==> config.mk <==
export PLATFORM = sky130hd
export DESIGN_NAME = count_scheduler
export DESIGN_NICKNAME = d
export VERILOG_FILES = /design/src/rtl/count_sched_pkg.sv /design/src/rtl/rr_arbiter.sv /design/src/rtl/count_scheduler.sv
export SDC_FILE = /design/constraint.sdc
export NUM_CORES = 1
export LEC_CHECK = 0
export ABC_AREA = 1
export CAP_MARGIN = 20
export CORE_UTILIZATION = 45
export CTS_BUF_LIST = sky130_fd_sc_hd__clkbuf_4 sky130_fd_sc_hd__clkbuf_8
export DETAILED_ROUTE_END_ITERATION = 12
export PLACE_DENSITY_LB_ADDON = 0.1
export SLEW_MARGIN = 5
export SYNTH_ARGS = -nofsm -noshare
export SYNTH_HDL_FRONTEND = slang
export SYNTH_SLANG_ARGS = --single-unit
==> constraint.sdc <==
create_clock -name clk -period 1.4 [get_ports clk]
set_input_delay 0.28 -clock clk [delete_from_list [all_inputs] [get_ports clk]]
set_output_delay 0.28 -clock clk [all_outputs]
set_load 0.05 [all_outputs]
==> src/rtl/count_sched_pkg.sv <==
// rtl/count_sched_pkg.sv - shared types, defaults and helpers for count_scheduler
package count_sched_pkg;

  localparam int NREQ_DEF  = 4;
  localparam int WIDTH_DEF = 4;
  localparam int NREQ_MAX  = 8;
  localparam int IDW_MAX   = 3;

  typedef enum logic [1:0] {
    IDLE = 2'd0,
    RUN  = 2'd1,
    DONE = 2'd2
  } state_t;

  function automatic logic [NREQ_MAX-1:0] onehot(input logic [IDW_MAX-1:0] idx);
    onehot      = '0;
    onehot[idx] = 1'b1;
  endfunction

endpackage

==> src/rtl/rr_arbiter.sv <==
// rtl/rr_arbiter.sv - winner select; round-robin from ptr with COUNT_SCHED_RR_EN,
// otherwise a lowest-index priority encoder
module rr_arbiter #(
  parameter int NREQ = 4
) (
  input  logic [NREQ-1:0]         req,
`ifdef COUNT_SCHED_RR_EN
  input  logic [$clog2(NREQ)-1:0] ptr,
`endif
  output logic [$clog2(NREQ)-1:0] win_id,
  output logic                    win_valid
);

  localparam int IDW = $clog2(NREQ);

  always_comb begin
    int base;
    int j;
    win_id    = '0;
    win_valid = 1'b0;
`ifdef COUNT_SCHED_RR_EN
    base = int'(ptr);
`else
    base = 0;
`endif
    // first set bit found walking upward from base, wrapping at NREQ
    for (int k = 0; k < NREQ; k++) begin
      j = (base + k) % NREQ;
      if (!win_valid && req[j]) begin
        win_valid = 1'b1;
        win_id    = IDW'(j);
      end
    end
  end

endmodule

==> src/rtl/count_scheduler.sv <==
// rtl/count_scheduler.sv - shares one up-counter among NREQ requesters;
// COUNT_SCHED_RR_EN selects round-robin instead of fixed-priority arbitration
module count_scheduler
  import count_sched_pkg::*;
#(
  parameter int NREQ  = NREQ_DEF,
  parameter int WIDTH = WIDTH_DEF
) (
  input  logic                    clk,
  input  logic                    reset,
  input  logic [NREQ-1:0]         req,
  input  logic [NREQ*WIDTH-1:0]   len,
  output logic [NREQ-1:0]         grant,
  output logic [NREQ-1:0]         done,
  output logic                    busy,
  output logic [WIDTH-1:0]        count,
  output logic [$clog2(NREQ)-1:0] active_id
);

  localparam int IDW = $clog2(NREQ);

  state_t             state;
  logic [WIDTH-1:0]   lim;
  logic [IDW-1:0]     win_id;
  logic               win_valid;
`ifdef COUNT_SCHED_RR_EN
  logic [IDW-1:0]     ptr;
`endif

  rr_arbiter #(.NREQ(NREQ)) u_arb (
    .req       (req),
`ifdef COUNT_SCHED_RR_EN
    .ptr       (ptr),
`endif
    .win_id    (win_id),
    .win_valid (win_valid)
  );

  always_ff @(posedge clk or negedge reset) begin
    if (!reset) begin
      state     <= IDLE;
      grant     <= '0;
      done      <= '0;
      busy      <= 1'b0;
      count     <= '0;
      active_id <= '0;
      lim       <= '0;
`ifdef COUNT_SCHED_RR_EN
      ptr       <= '0;
`endif
    end else begin
      case (state)
        IDLE: begin
          // len is captured here only; later changes cannot disturb the run
          if (win_valid) begin
            grant     <= NREQ'(onehot(IDW_MAX'(win_id)));
            active_id <= win_id;
            lim       <= len[int'(win_id)*WIDTH +: WIDTH];
            count     <= '0;
            busy      <= 1'b1;
            state     <= RUN;
          end
        end
        RUN: begin
          if (count == lim) begin
            done  <= grant;
            state <= DONE;
          end else begin
            count <= count + 1'b1;
          end
        end
        DONE: begin
          done  <= '0;
          grant <= '0;
          busy  <= 1'b0;
          state <= IDLE;
`ifdef COUNT_SCHED_RR_EN
          ptr   <= (int'(active_id) == NREQ-1) ? '0 : active_id + 1'b1;
`endif
        end
        default: state <= IDLE;
      endcase
    end
  end

endmodule

==> metrics.log, run 1 <==
[metrics] outcome: finished with violations
[metrics] violated checks: design-rule violations
[metrics] final critical delay including setup and external delays: 1340 ps
[metrics] initial antenna violation count: 0
[metrics] Overall Global Routing Usage: 0.232
[metrics] final worst hold slack: 300 ps
[metrics] number of optimization iterations in the first detailed-route pass: 8
[metrics] share of synthesized area occupied by flip-flops and latches: 0.447
[metrics] P per Cell Area: 2320 mW/mm^2
[metrics] number of cells produced by synthesis: 161
[metrics] slowest library cell on the worst path: sky130_fd_sc_hd__dfrtp_2
[metrics] most instantiated library cell after synthesis: sky130_fd_sc_hd__nand2_1
[metrics] leakage power: 1.01 nW
[metrics] relative max-transition margin: 0.805
[metrics] slack of the worst reg-to-reg path: approximately 90 ps
[metrics] number of rows created at floorplan: 18
[metrics] delay of the slowest cell on the worst path: between 400 and 500 ps
[metrics] overflow left after global routing: 0
[metrics] Worst EP required: between 1000 and 1500 ps
[metrics] top flip-flop cell by instance count after synthesis: sky130_fd_sc_hd__dfrtp_1
[metrics] Ports: 37
[metrics] detail-routed via count per cell: approximately 5
[metrics] starting utilization of the core area: 0.475
[metrics] list of cells traversed by the critical path: buf_4, buf_12
[metrics] number of diodes: 0
[metrics] slew at the pin with the worst max-slew slack: 292 ps
[metrics] number of warnings reported in the yosys synthesis log: 0
[metrics] peak ir drop on the vdd network: 1.53 mV
[metrics] final-report setup violation count: 0
[metrics] Async S/R FF share, synth: 1.00
[metrics] weighted congestion at the end of routability-driven global placement: 0.813
[metrics] worst path bufs/invs: 2
[metrics] Die Width: around 53 um
[metrics] antenna-violating nets left: 0
[metrics] dpl cell area: 0.00183 sq mm
[metrics] Yosys top cell area share: 0.447
[metrics] via count: 1,237
[metrics] total of buffers placed on input and output ports: 36
[metrics] top post-synthesis cells by area: sky130_fd_sc_hd__dfrtp_1, sky130_fd_sc_hd__nand2_1, sky130_fd_sc_hd__nand3_1, sky130_fd_sc_hd__inv_1, sky130_fd_sc_hd__nor2_1
[metrics] clock slew at reported path FFs: 120 ps
[metrics] Worst Skew: 3.74 ps
[metrics] number of remaining DRC errors: 2
[metrics] maximum clock path buffer count: 2
[metrics] kind of cell adding the most delay to the critical path: flip-flops
[metrics] Final HPWL DP: 2.31 mm
[metrics] hold violation count in the final report: 0
[metrics] fraction of final layout cells with drive strength greater than 1: 0.252
[metrics] max-slew violation count: 0
[metrics] count of flip-flops with a built-in enable after synthesis: 0
[metrics] type of element capturing the critical path: primary output
[metrics] end of the worst register-to-register path: lim[3]$_DFFE_PN0P_
[metrics] count of maximum capacitance violations: 0
[metrics] post-synth top area cell: sky130_fd_sc_hd__dfrtp_1
[metrics] area inside the core boundary: ~0.0025 sq mm
[metrics] start-to-end type of the worst setup path: reg2out
[metrics] Vert. Die Dim: 53.1 um
[metrics] die footprint: around 0.0028 sq mm
[metrics] final worst path period share: 0.957
[metrics] later-pin clock latency in the skew report: 310 ps
[metrics] average routed wire per standard cell: 12.0 um
[metrics] total non-filler cell area in the finished layout: 0.00189 sq mm
[metrics] worst endpoint data arrival time: around 1100 ps
[metrics] flip-flop and latch count after synthesis: 21
[metrics] average size of a mapped cell: between 7 and 8 sq um
[metrics] H-tree depth: 1
[metrics] depth of the worst register-to-register path: 6
[metrics] startpoint of the lowest-slack register-to-register path: state[1]$_DFFE_PN0P_
[metrics] Net Count, Synth: 184
[metrics] post-layout net count: 242
[metrics] Detailed Route WL: 2.98 mm
[metrics] TritonCTS clock tree: built
[metrics] cell area after synthesis: approximately 0.0012 sq mm
[metrics] number of buffers created by CTS: 3
[metrics] count of cell types in the netlist: 22
[metrics] fill cell total of the finished layout: ~200
[metrics] Synth-to-Final Area Change: 61.0%
[metrics] Hold Crit Class: in2async
[metrics] Max Clock Freq: approximately 750 MHz
[metrics] critical path startpoint category: flip-flop
[metrics] clock sink count: 21
[metrics] number of buffers added to fix hold violations after cts: 0
[metrics] global-route wire length before repair: 4.71 mm
[metrics] largest net degree at the start of global routing: 22
[metrics] via count of the first global-routing pass: 1,143
[metrics] CTS root buf: sky130_fd_sc_hd__clkbuf_4
[metrics] starting DRC count in detailed routing: 37
[metrics] critical path peak fanout: 4
[metrics] ranking of synthesized cells by instance count: sky130_fd_sc_hd__nand2_1, sky130_fd_sc_hd__nand3_1, sky130_fd_sc_hd__inv_1, sky130_fd_sc_hd__dfrtp_1, sky130_fd_sc_hd__nor2_1
-- metal layers --
| metal | share of wire | vias to the layer above | global-route usage |
|---|---|---|---|
| met2 | 0.56 | 36 | 0.441 |
| li1 | - | 619 | - |
| met5 | 0 | - | 0 |
| met4 | 0.010 | 0 | 0.0921 |
| met1 | 0.40 | 578 | 0.253 |
| met3 | 0.029 | 4 | 0.0345 |
-- worst reg2reg max path: cells and delay by family, from the launching register on --
kind	cells	cell delay (ps)
flip-flops	1	440
AO/OA/AOI/OAI	1	140
buffers and inverters	2	280
AND/OR/NAND/NOR	3	400
-- state kept, by name, indices dropped and copies added, names as in the netlist --
name       count
lim            4
state          2
count          4
done           4
grant          4
active_id      2
busy           1
-- where the power goes --
part	leakage (nW)	internal, mW	switching [mW]
registers	0.255	0.896	0.304
clock network	0.0177	0.107	0.195
logic	0.733	1.29	1.60
total	1.01	2.29	2.10
-- per-stage QoR --
step	utilization	power, mW	instances	setup TNS, ps	worst slack [ps]
global placement	0.739	3.87	241	-3290	-261
detailed placement	0.739	3.99	241	-4160	-364
floorplan	-	2.71	161	0	70.5
CTS	0.752	4.30	245	0	40.9
finish	0.764	4.39	248	0	60.0
global route	0.764	4.66	248	-2.26	-2.26
-- placed cells by master (no fill, tap or decap) --
cell type	n
sky130_fd_sc_hd__nand2_1	53
sky130_fd_sc_hd__nand3_1	27
sky130_fd_sc_hd__inv_1	24
sky130_fd_sc_hd__clkdlybuf4s50_1	21
sky130_fd_sc_hd__buf_4	19
sky130_fd_sc_hd__dfrtp_1	17
sky130_fd_sc_hd__buf_12	15
sky130_fd_sc_hd__nor2_1	7
sky130_fd_sc_hd__nand2_2	4
sky130_fd_sc_hd__dfrtp_2	4
sky130_fd_sc_hd__nor2_2	3
sky130_fd_sc_hd__clkbuf_4	3
sky130_fd_sc_hd__o21ai_0	2
sky130_fd_sc_hd__nand3_2	2
sky130_fd_sc_hd__a31oi_1	2
sky130_fd_sc_hd__nand4_1	2
sky130_fd_sc_hd__inv_2	2
sky130_fd_sc_hd__nand3b_1	2
sky130_fd_sc_hd__nor2_4	1
sky130_fd_sc_hd__nand2_4	1
sky130_fd_sc_hd__xnor2_1	1
sky130_fd_sc_hd__a21oi_1	1
sky130_fd_sc_hd__a21o_1	1
sky130_fd_sc_hd__o211ai_1	1
sky130_fd_sc_hd__xor2_1	1
sky130_fd_sc_hd__ha_1	1
sky130_fd_sc_hd__clkinv_2	1
-- cell families (layout without fill, tap and decap cells) --
family          after synthesis  after routing  share of synthesized area
flops                        21             21                      0.447
compound gates                7              7                     0.0362
buf+inv                      28             85                     0.0989
xor+xnor                      2              2                     0.0149
simple gates                102            102                      0.393
fa+ha+maj                     1              1                     0.0106
-- worst max-delay path by stage --
stage                      endpoint  slack [ps]  cells past startpoint                  from
5_1_grt        count[3]$_DFFE_PN0P_          -2                      9  count[0]$_DFFE_PN0P_
4_1_cts        count[2]$_DFFE_PN0P_          40                      9  count[0]$_DFFE_PN0P_
2_1_floorplan  count[2]$_DFFE_PN0P_          70                      9  count[0]$_DFFE_PN0P_
3_5_place_dp     lim[0]$_DFFE_PN0P_        -360                      8                req[2]
3_3_place_gp     lim[0]$_DFFE_PN0P_        -260                      8                req[2]
6_report                   count[1]          60                      2  count[1]$_DFFE_PN0P_
-- final cells by class --
type / count / area (sq um) / share of cell area
multi-input cells: 112 / 547 / 0.289
clock inverters: 1 / 5.00 / 0.00264
repair buffers: 55 / 653 / 0.345
clock buffers: 3 / 22.5 / 0.0119
well taps: 30 / 37.5 / 0.0198
inverters: 26 / 97.6 / 0.0516
flip-flops and latches: 21 / 531 / 0.280
-- timing repair --
action	CTS	global route
endpoints found under the setup margin	1	9
pin swaps	0	0
gates resized for setup	1	3
gates cloned	0	0
setup buffers	0	3
No activity file was read; power rests on OpenSTA's default activity.
==> inputs of run 2 (changes only) <==
--- a/config.mk
+++ b/config.mk
@@ -11,6 +11,8 @@
 export CTS_BUF_LIST = sky130_fd_sc_hd__clkbuf_4 sky130_fd_sc_hd__clkbuf_8
 export DETAILED_ROUTE_END_ITERATION = 12
 export PLACE_DENSITY_LB_ADDON = 0.1
+export REMOVE_ABC_BUFFERS = 1
+export SETUP_SLACK_MARGIN = 0.4
 export SLEW_MARGIN = 5
 export SYNTH_ARGS = -nofsm -noshare
 export SYNTH_HDL_FRONTEND = slang
==> metrics.log, run 2 (synthesis results as in run 1) <==
[metrics] outcome: finished with violations (unchanged)
[metrics] post-layout net count: 264 (was 242)
[metrics] detail-routed via count per cell: 5.77 (was 4.99)
[metrics] initial antenna violation count: 0 (unchanged)
[metrics] peak ir drop on the vdd network: 1.97 mV (was 1.53 mV)
[metrics] via count: 1,558 (was 1,237)
[metrics] Max Clock Freq: 672 MHz (was 746 MHz)
[metrics] list of cells traversed by the critical path: inv_1, nand2_1, nand2_1, nor2_4, nand2_2, nand2_4, nand2_4, nand2_1, nand2_1 (was buf_4, buf_12)
[metrics] Worst Skew: 2.00 ps (was 3.74 ps)
[metrics] fill cell total of the finished layout: 107 (was 199)
[metrics] type of element capturing the critical path: flip-flop (was primary output)
[metrics] leakage power: 1.17 nW (was 1.01 nW)
[metrics] final-report setup violation count: 3 (was 0)
[metrics] starting utilization of the core area: 0.475 (unchanged)
[metrics] antenna-violating nets left: 0 (unchanged)
[metrics] delay of the slowest cell on the worst path: 460 ps (was 450 ps)
[metrics] clock slew at reported path FFs: 130 ps (was 120 ps)
[metrics] final worst path period share: 1.06 (was 0.957)
[metrics] Overall Global Routing Usage: 0.302 (was 0.232)
[metrics] largest net degree at the start of global routing: 22 (unchanged)
[metrics] max-slew violation count: 0 (unchanged)
[metrics] starting DRC count in detailed routing: 74 (was 37)
[metrics] via count of the first global-routing pass: 1,379 (was 1,143)
[metrics] most frequent standard cell in the layout excluding fill and tap cells: sky130_fd_sc_hd__nand2_1 (unchanged)
[metrics] critical path peak fanout: 5 (was 4)
[metrics] number of diodes: 0 (unchanged)
[metrics] Detailed Route WL: 5.07 mm (was 2.98 mm)
[metrics] TritonCTS clock tree: built (unchanged)
[metrics] Post-Place Cells: 248 (was 241)
[metrics] weighted congestion at the end of routability-driven global placement: 0.832 (was 0.813)
[metrics] total area of multi-input combinational cells: 707 sq um (was 547 sq um)
[metrics] overflow left after global routing: 0 (unchanged)
[metrics] global-route wire length before repair: 6.02 mm (was 4.71 mm)
[metrics] kind of cell adding the most delay to the critical path: simple AND/OR/NAND/NOR gates (was flip-flops)
[metrics] critical path startpoint category: flip-flop (unchanged)
[metrics] count of maximum capacitance violations: 0 (unchanged)
[metrics] H-tree depth: 1 (unchanged)
[metrics] Synth-to-Final Area Change: 92.1% (was 61.0%)
[metrics] fraction of final layout cells with drive strength greater than 1: 0.429 (was 0.252)
[metrics] end of the worst register-to-register path: count[2]$_DFFE_PN0P_ (was lim[3]$_DFFE_PN0P_)
[metrics] later-pin clock latency in the skew report: 300 ps (was 310 ps)
[metrics] startpoint of the lowest-slack register-to-register path: count[2]$_DFFE_PN0P_ (was state[1]$_DFFE_PN0P_)
[metrics] P per Cell Area: 2520 mW/mm^2 (was 2320 mW/mm^2)
[metrics] depth of the worst register-to-register path: 9 (was 6)
[metrics] worst endpoint data arrival time: 1690 ps (was 1060 ps)
[metrics] hold violation count in the final report: 0 (unchanged)
[metrics] number of rows created at floorplan: 18 (unchanged)
[metrics] slack of the worst reg-to-reg path: -90 ps (was 90 ps)
[metrics] Post-Layout Cell Count: 270 (was 248)
[metrics] total of buffers placed on input and output ports: 36 (unchanged)
[metrics] Hold Crit Class: in2async (unchanged)
[metrics] Worst EP required: 1600 ps (was 1120 ps)
[metrics] clock sink count: 21 (unchanged)
[metrics] Seq. cell area: 528 sq um (was 531 sq um)
[metrics] Vert. Die Dim: 53.1 um (unchanged)
[metrics] average routed wire per standard cell: 18.8 um (was 12.0 um)
[metrics] slowest library cell on the worst path: sky130_fd_sc_hd__dfrtp_1 (was sky130_fd_sc_hd__dfrtp_2)
[metrics] final worst-path setup slack: -87.0 ps (was 60.0 ps)
[metrics] number of buffers created by CTS: 3 (unchanged)
[metrics] relative max-transition margin: 0.818 (was 0.805)
[metrics] start-to-end type of the worst setup path: reg2reg (was reg2out)
[metrics] Die Width: 53.1 um (unchanged)
[metrics] number of optimization iterations in the first detailed-route pass: 9 (was 8)
[metrics] CTS root buf: sky130_fd_sc_hd__clkbuf_4 (unchanged)
[metrics] area inside the core boundary: 0.00248 sq mm (unchanged)
[metrics] most frequent CP cell: sky130_fd_sc_hd__nand2_1
[metrics] maximum clock path buffer count: 2 (unchanged)
[metrics] RSZ-0062 raised after global routing: true
[metrics] violated checks: design-rule violations, negative setup slack (was design-rule violations)
[metrics] Ports: 37 (unchanged)
[metrics] worst path bufs/invs: 1 (was 2)
[metrics] Total Power: 5.68 mW (was 4.39 mW)
[metrics] die footprint: 0.00282 sq mm (unchanged)
[metrics] slew at the pin with the worst max-slew slack: 273 ps (was 292 ps)
[metrics] leading cell types in the layout, fill and taps excluded: sky130_fd_sc_hd__nand2_1, sky130_fd_sc_hd__buf_4, sky130_fd_sc_hd__inv_1 (was sky130_fd_sc_hd__nand2_1, sky130_fd_sc_hd__nand3_1, sky130_fd_sc_hd__inv_1)
[metrics] Final HPWL DP: 2.34 mm (was 2.31 mm)
[metrics] final critical delay including setup and external delays: 1490 ps (was 1340 ps)
[metrics] number of remaining DRC errors: 2 (unchanged)
## run 2: changes by cell type in the layout (fill, tap and decap cells not counted), sizes merged
cell / before / now
buf: 34 / 55
nand2: 58 / 59
clkbuf: 3 / 4
clkinv: 1 / 0
dlygate4sd2: 0 / 3
clkdlybuf4s50: 21 / 18
## run 2: final cells by class
cell class,instances,share of cell area
Clock buffer,4,0.0133
Inverter,26,0.0465
Multi-Input combinational cell,113,0.313
Sequential cell,21,0.234
Tap cell,30,0.0166
Timing Repair Buffer,76,0.377
## run 2: timing repair
action | 4_1_cts | 5_1_grt
gates cloned | 1 | 0
setup buffers | 13 | 4
gates resized for setup | 37 | 29
pin swaps | 21 | 15
hold buffers | 0 | 0
setup endpoints to repair | 36 | 36
## run 2: report_power, final
group | switching (mW) | leakage (nW) | internal, mW
clock network | 0.202 | 0.0184 | 0.130
registers | 0.332 | 0.258 | 0.891
logic | 2.29 | 0.889 | 1.84
## run 2: how the worst max path moves through the flow
| stage | cells past startpoint | startpoint | slack [ps] | end |
|---|---|---|---|---|
| floorplan | 9 | count[0]$_DFFE_PN0P_ | -110 | count[2]$_DFFE_PN0P_ |
| global placement | 8 | req[1] | -250 | lim[2]$_DFFE_PN0P_ |
| detailed placement | 8 | req[1] | -320 | lim[2]$_DFFE_PN0P_ |
| CTS | 2 | count[0]$_DFFE_PN0P_ | 100 | count[0] |
| global route | 9 | count[2]$_DFFE_PN0P_ | -100 | count[2]$_DFFE_PN0P_ |
| finish | 9 | count[2]$_DFFE_PN0P_ | -90 | count[2]$_DFFE_PN0P_ |
## run 2: through the flow
| stage | TNS (ps) | hold WS (ps) | cell area (sq um) | worst slack [ps] | util |
|---|---|---|---|---|---|
| 6_report | -122 | 300 | 2260 | -87.0 | 0.912 |
| 5_1_grt | -218 | 299 | 2260 | -103 | 0.912 |
| 4_1_cts | 0 | 314 | 2130 | 105 | 0.859 |
| 3_5_place_dp | -4310 | 517 | 1880 | -320 | 0.758 |
| 3_3_place_gp | -3390 | 511 | 1880 | -248 | 0.758 |
| 2_1_floorplan | -439 | -15.6 | 1160 | -108 | - |
## run 2: routing by layer
layer | wire length, um | GRT usage | vias to the layer above | part of all wire
met5 | 0 | 0 | - | 0
met4 | 361 | 0.145 | 0 | 0.071
met3 | 393 | 0.0575 | 48 | 0.078
met2 | 2570 | 0.538 | 145 | 0.51
met1 | 1740 | 0.342 | 698 | 0.34
li1 | - | - | 667 | -
